**config.mk**
```make
export PLATFORM = sky130hd
export DESIGN_NAME = fifo_v3
export DESIGN_NICKNAME = d
export VERILOG_FILES = /design/src/rtl/fifo_v3.sv
export SDC_FILE = /design/constraint.sdc
export NUM_CORES = 1
export LEC_CHECK = 0
export CORE_AREA = 2 2 205 207
export DETAILED_ROUTE_END_ITERATION = 7
export DIE_AREA = 0 0 207 209
export MAX_ROUTING_LAYER = met4
export PLACE_DENSITY = 0.43
export REMOVE_ABC_BUFFERS = 1
export SYNTH_ARGS = -nofsm -noshare
export SYNTH_HDL_FRONTEND = slang
export SYNTH_SLANG_ARGS = --single-unit
export TNS_END_PERCENT = 5
```
**constraint.sdc**
```tcl
create_clock -name clk_i -period 9.55 [get_ports clk_i]
set_input_delay 1.4325 -clock clk_i [delete_from_list [all_inputs] [get_ports clk_i]]
set_output_delay 1.4325 -clock clk_i [all_outputs]
set_load 0.05 [all_outputs]
```
**src/rtl/fifo_v3.sv**
```systemverilog
// fifo_v3: parameterised synchronous FIFO with optional fall-through and a
// zero-depth combinational pass-through mode.
module fifo_v3 #(
  parameter bit          FALL_THROUGH = 1'b0,
  parameter int unsigned DATA_WIDTH   = 32,
  parameter int unsigned DEPTH        = 8,
  parameter type         dtype        = logic [DATA_WIDTH-1:0],
  localparam int unsigned ADDR_DEPTH  = (DEPTH > 1) ? $clog2(DEPTH) : 1
) (
  input  logic                  clk_i,
  input  logic                  rst_i,
  input  logic                  flush_i,
  input  logic                  testmode_i,
  output logic                  full_o,
  output logic                  empty_o,
  output logic [ADDR_DEPTH-1:0] usage_o,
  input  dtype                  data_i,
  input  logic                  push_i,
  output dtype                  data_o,
  input  logic                  pop_i
);
  logic unused_testmode;
  assign unused_testmode = testmode_i;
  if (DEPTH == 0) begin : g_pass
    logic unused_pass;
    assign unused_pass = ^{clk_i, rst_i, flush_i};
    assign data_o  = data_i;
    assign empty_o = ~push_i;
    assign full_o  = ~pop_i;
    assign usage_o = '0;
  end else begin : g_fifo
    localparam logic [ADDR_DEPTH-1:0] LAST = ADDR_DEPTH'(DEPTH - 1);
    logic [ADDR_DEPTH-1:0] read_ptr, write_ptr;
    logic [ADDR_DEPTH:0]   status_cnt;
    dtype                  mem [DEPTH];
    logic                  bypass, push, pop;
    // An empty fall-through FIFO hands the incoming word straight to the output.
    assign bypass  = FALL_THROUGH && status_cnt == '0 && push_i;
    assign full_o  = status_cnt == (ADDR_DEPTH+1)'(DEPTH);
    assign empty_o = status_cnt == '0 && !(FALL_THROUGH && push_i);
    assign usage_o = status_cnt[ADDR_DEPTH-1:0];
    assign data_o  = bypass ? data_i : mem[read_ptr];
    // A bypassed word that is popped in the same cycle never touches storage.
    assign push = push_i && !full_o && !(bypass && pop_i);
    assign pop  = pop_i && !empty_o && !bypass;
    always_ff @(posedge clk_i or posedge rst_i) begin
      if (rst_i) begin
        read_ptr   <= '0;
        write_ptr  <= '0;
        status_cnt <= '0;
        mem        <= '{default: '0};
      end else if (flush_i) begin
        read_ptr   <= '0;
        write_ptr  <= '0;
        status_cnt <= '0;
      end else begin
        if (push) begin
          mem[write_ptr] <= data_i;
          write_ptr      <= (write_ptr == LAST) ? '0 : write_ptr + ADDR_DEPTH'(1);
        end
        if (pop) read_ptr <= (read_ptr == LAST) ? '0 : read_ptr + ADDR_DEPTH'(1);
        status_cnt <= status_cnt + (ADDR_DEPTH+1)'(push) - (ADDR_DEPTH+1)'(pop);
      end
    end
    push_full_warn: assert property (@(posedge clk_i) disable iff (rst_i) !(push_i && full_o))
      else $warning("fifo_v3: push while full ignored");
    pop_empty_warn: assert property (@(posedge clk_i) disable iff (rst_i) !(pop_i && empty_o))
      else $warning("fifo_v3: pop while empty ignored");
  end
endmodule

```
Yosys cells after proc, flatten, opt, wreduce, memory -nomap -nowiden --
Cells that the tools add are included.
Word-level totals: memory bits (writable) 0, register bits 266, output and inout port bits 37, bits in read-only memories 0, word-level logic and storage cells 46, memories 0, bits of input ports 38, latch bits 0
Cells by class: shifts and indexed selects 0, reductions and logical operators 9, muxes and demuxes 13, multipliers 0, $add $sub $neg 4, div/mod/pow operators 0, $lt $le $gt $ge 3, equality and inequality tests 3, bitwise operators 3
Operators by type and width (number):
- $bwmux 256 | 1
- $bmux 32 s3 | 1
- $demux 32 s3 | 1
- $mux 32 | 3
- $mux 3 | 6
- $ge 4x4->1 const B | 2
- $not 3->4 | 2
- $add 3x1->3 const B | 2
- $eq 3x3->1 const B | 2
- $add 4x1->4 | 1
- $eq 4x4->1 const B | 1
- $logic_not 4->1 | 1
- $lt 4x1->1 const B | 1
- $mux 4 | 1
- $reduce_bool 2->1 | 2
- $sub 4x1->4 | 1
- $logic_and 1x1->1 | 3
- $logic_not 1->1 | 2
- $reduce_and 2->1 | 1
- $not 1->1 | 1

Logic depth before layout (Yosys ltp) --
depth in word-level cells 6, depth in mapped cells 11

Worst setup path after synthesis --
Ideal clock, no wire load.
path type register to output, start register g_fifo.read_ptr[0], end output data_o[0] (netlist name), buffers on the path 2, stages on the path, launching flop included 5, slack 6286 ps, required time 8117 ps, arrival time 1832 ps, cell sequence dfrtp_1 -> buf_2 -> buf_2 -> mux4_2 -> mux2_2
RTL lines:
- start: declaration | RTL line 33 | logic [ADDR_DEPTH-1:0] read_ptr, write_ptr;
- start signal: assignment | RTL line 61 | if (pop) read_ptr <= (read_ptr == LAST) ? '0 : read_ptr + ADDR_DEPTH'(1);
- end: declaration | RTL line 19 | output dtype data_o,

==> results_dict.tcl <==
set metrics [dict create \
    insertion_delay_ns 0.54 \
    layout.nets 854 \
    synthesis.area_um2 12200 \
    initial_utilization 0.296 \
    final_common_cell "mux2_2" \
    endpoint_kind "output port" \
    vias 6658 \
    setup_viol_count_final 0 \
    synth_warnings 0 \
    fillers 3894 \
    viasPerCell 4.86 \
    min-delay-path-class "register to register" \
    final-instance-count-excl-fill 1369 \
    gp_congestion 0.695 \
    antenna_cells 0 \
    ys_ff_latch 266 \
    fmax_mhz 191 \
    crit_required_ns 8.12 \
    area_delta_synth_final_pct 19.5 \
    yosysSeqAreaShare 0.545 \
    worst_slew_pin_slew_ns 0.974 \
    drcViolationCount 0 \
    crit_family "buffers and inverters" \
    cts_buffer_depth 3 \
    synth_top_area_cell "dfrtp_1" \
    p_leak_nw 6.45 \
    post-route-period-util 0.549 \
    die_w_um 207 \
    finalSetupTns_ns 0 \
    ys_top_cells_by_area "dfrtp_1 55%, mux2_2 26%, mux4_2 12%, ha_1 1.0%, mux2_1 0.92%" \
    cts_tree "yes" \
    grt_max_degree 147 \
    grt_pass1_wl_um 47000 \
    core_area_um2 41300 \
    most-common-layout-cells "279 x mux2_2, 263 x dfrtp_1, 73 x clkdlybuf4s50_1" \
    drv_cap 0 \
    die_y_um 209 \
    cts.sinks 266 \
    cts_setup_buffers 0 \
    power_mw 4.36 \
    io_buffers 73 \
    io_pins 75 \
    clock_tree.root_cell "clkbuf_16" \
    ff_latch_area_um2 6660 \
    drv_slew 0 \
    die_area_um2 43300 \
    hold_viol 0 \
    synthCells 731 \
    crit_fanout 44 \
    vdd_drop_max_mv 0.148 \
    hpwl_um 17000 \
    outcome "completed" \
    yosysTopAreaCellShare 0.545 \
    drtPass1Iterations 6 \
    antenna_found_initial 0 \
    numCtsBuffers 34 \
    rows 75 \
    drive_above_1_share 0.508 \
    clk_pin_slew_ns 0.05 \
    grt_pass1_vias 7647 \
    hold_slack_ns 0.484 \
    totalWireLength_um 29900 \
    h-tree-depth 2 \
    critPathBufInv 2 \
    wl_per_cell_um 21.9 \
    slew_headroom 0.351 \
    fin_skew_ns 0.0236 \
    critical_path_arrival_ns 3.81 \
    postRouteAntennaNets 0 \
    dp_cells 1308 \
    avgSynthCellArea_um2 16.7 \
    critPathLaunchType "register" \
    rsz0062_at_grt "false" \
    cts_resized 0 \
    critPathKind "register to output port" \
    grt_usage 0.146 \
    final.min_clock_period_ns 5.24 \
    slowest_stage "buf_4" \
    holdBufCountCts 0 \
    grt-ovfl-total 0 \
    p_per_area_nw_per_um2 299 \
    synth_cell_types 30 \
    crit_chain "buf_4 -> mux4_2 -> mux2_2 -> clkdlybuf4s50_1" \
    drtIter0Drc 267 \
    final_util 0.353 \
    cpPeakStageDelay_ns 0.85 \
    multi_input_area_um2 5200 \
]
[cell type report]
class                      count  area share
inverter                      10     0.00343
clock buffer                  54      0.0698
timing repair buffer          87      0.0582
clock inverter                 7     0.00909
tap                          539      0.0462
multi-input combinational    406       0.356
sequential                   266       0.457
[cells in the mapped netlist]
cell	count
nor2b_1	3
o21ai_0	6
clkbuf_1	11
or3b_2	1
inv_6	1
fa_1	1
nor4_4	1
nor3_2	1
nor2_1	4
nor3b_4	2
nand4b_1	2
ha_1	10
buf_4	13
a21o_1	1
mux4_2	64
mux2_1	10
nand3_1	3
nand3b_2	1
xnor2_1	1
dfrtp_1	266
mux2_2	279
inv_1	9
buf_2	16
or3b_1	1
nor4b_4	2
a21oi_1	7
or4_1	2
buf_6	9
nand4b_2	2
nand2_1	2
[state kept, by name, summed over array words and instances, names as in the netlist]
name	flops
g_fifo.read_ptr	3
g_fifo.mem	256
g_fifo.write_ptr	3
g_fifo.status_cnt	4
[per-layer routing]
layer  global-route usage  wire, um  vias to the layer above
li1                     -         -                     2881
met1                0.179     13100                     3640
met2                0.246     15200                       91
met3               0.0301       988                       46
met4               0.0406       633                        0
met5                    -         0                        -
[worst paths after layout]
kind / from / end / slack (ns) / depth (start not counted)
setup / recovery: g_fifo.read_ptr[0] / data_o[1] / 4.31 / 4
hold / removal: g_fifo.mem[48] / g_fifo.mem[48] / 0.48 / 1
setup reg to reg: g_fifo.status_cnt[2] / g_fifo.mem[195] / 6.40 / 7
hold reg to reg: g_fifo.mem[48] / g_fifo.mem[48] / 0.48 / 1
max in group asynchronous: rst_i / g_fifo.mem[113] / 6.77 / 3
min in group asynchronous: rst_i / g_fifo.mem[136] / 1.47 / 2
[metrics by stage]
| stage | worst slack, ns | cell area, um^2 |
|---|---|---|
| after global routing | 4.04 | 14600 |
| after detailed placement | 4.72 | 13400 |
| after CTS | 4.13 | 14600 |
| after global placement | 4.71 | 13400 |
| after floorplan | 0.792 | 11900 |
| final | 4.31 | 14600 |
[where the power goes]
part           internal [mW]  switching [mW]  leakage [nW]
Combinational          0.708           0.781          2.37
Sequential              1.40           0.166          3.51
Clock                  0.814           0.490         0.560
Total                   2.93            1.44          6.45
[logic make-up (layout without fill, tap and decap cells)]
kind of cell / count (synthesis) / in the layout / share of synthesized area
mux: 353 / 353 / 0.385
compound gates: 14 / 14 / 0.00595
simple gates: 27 / 27 / 0.0216
buf+inv: 59 / 158 / 0.0297
flops: 266 / 266 / 0.545
xor+xnor: 1 / 1 / 0.000718
fa+ha+maj: 11 / 11 / 0.0119
(Power assumes the default switching activity.)
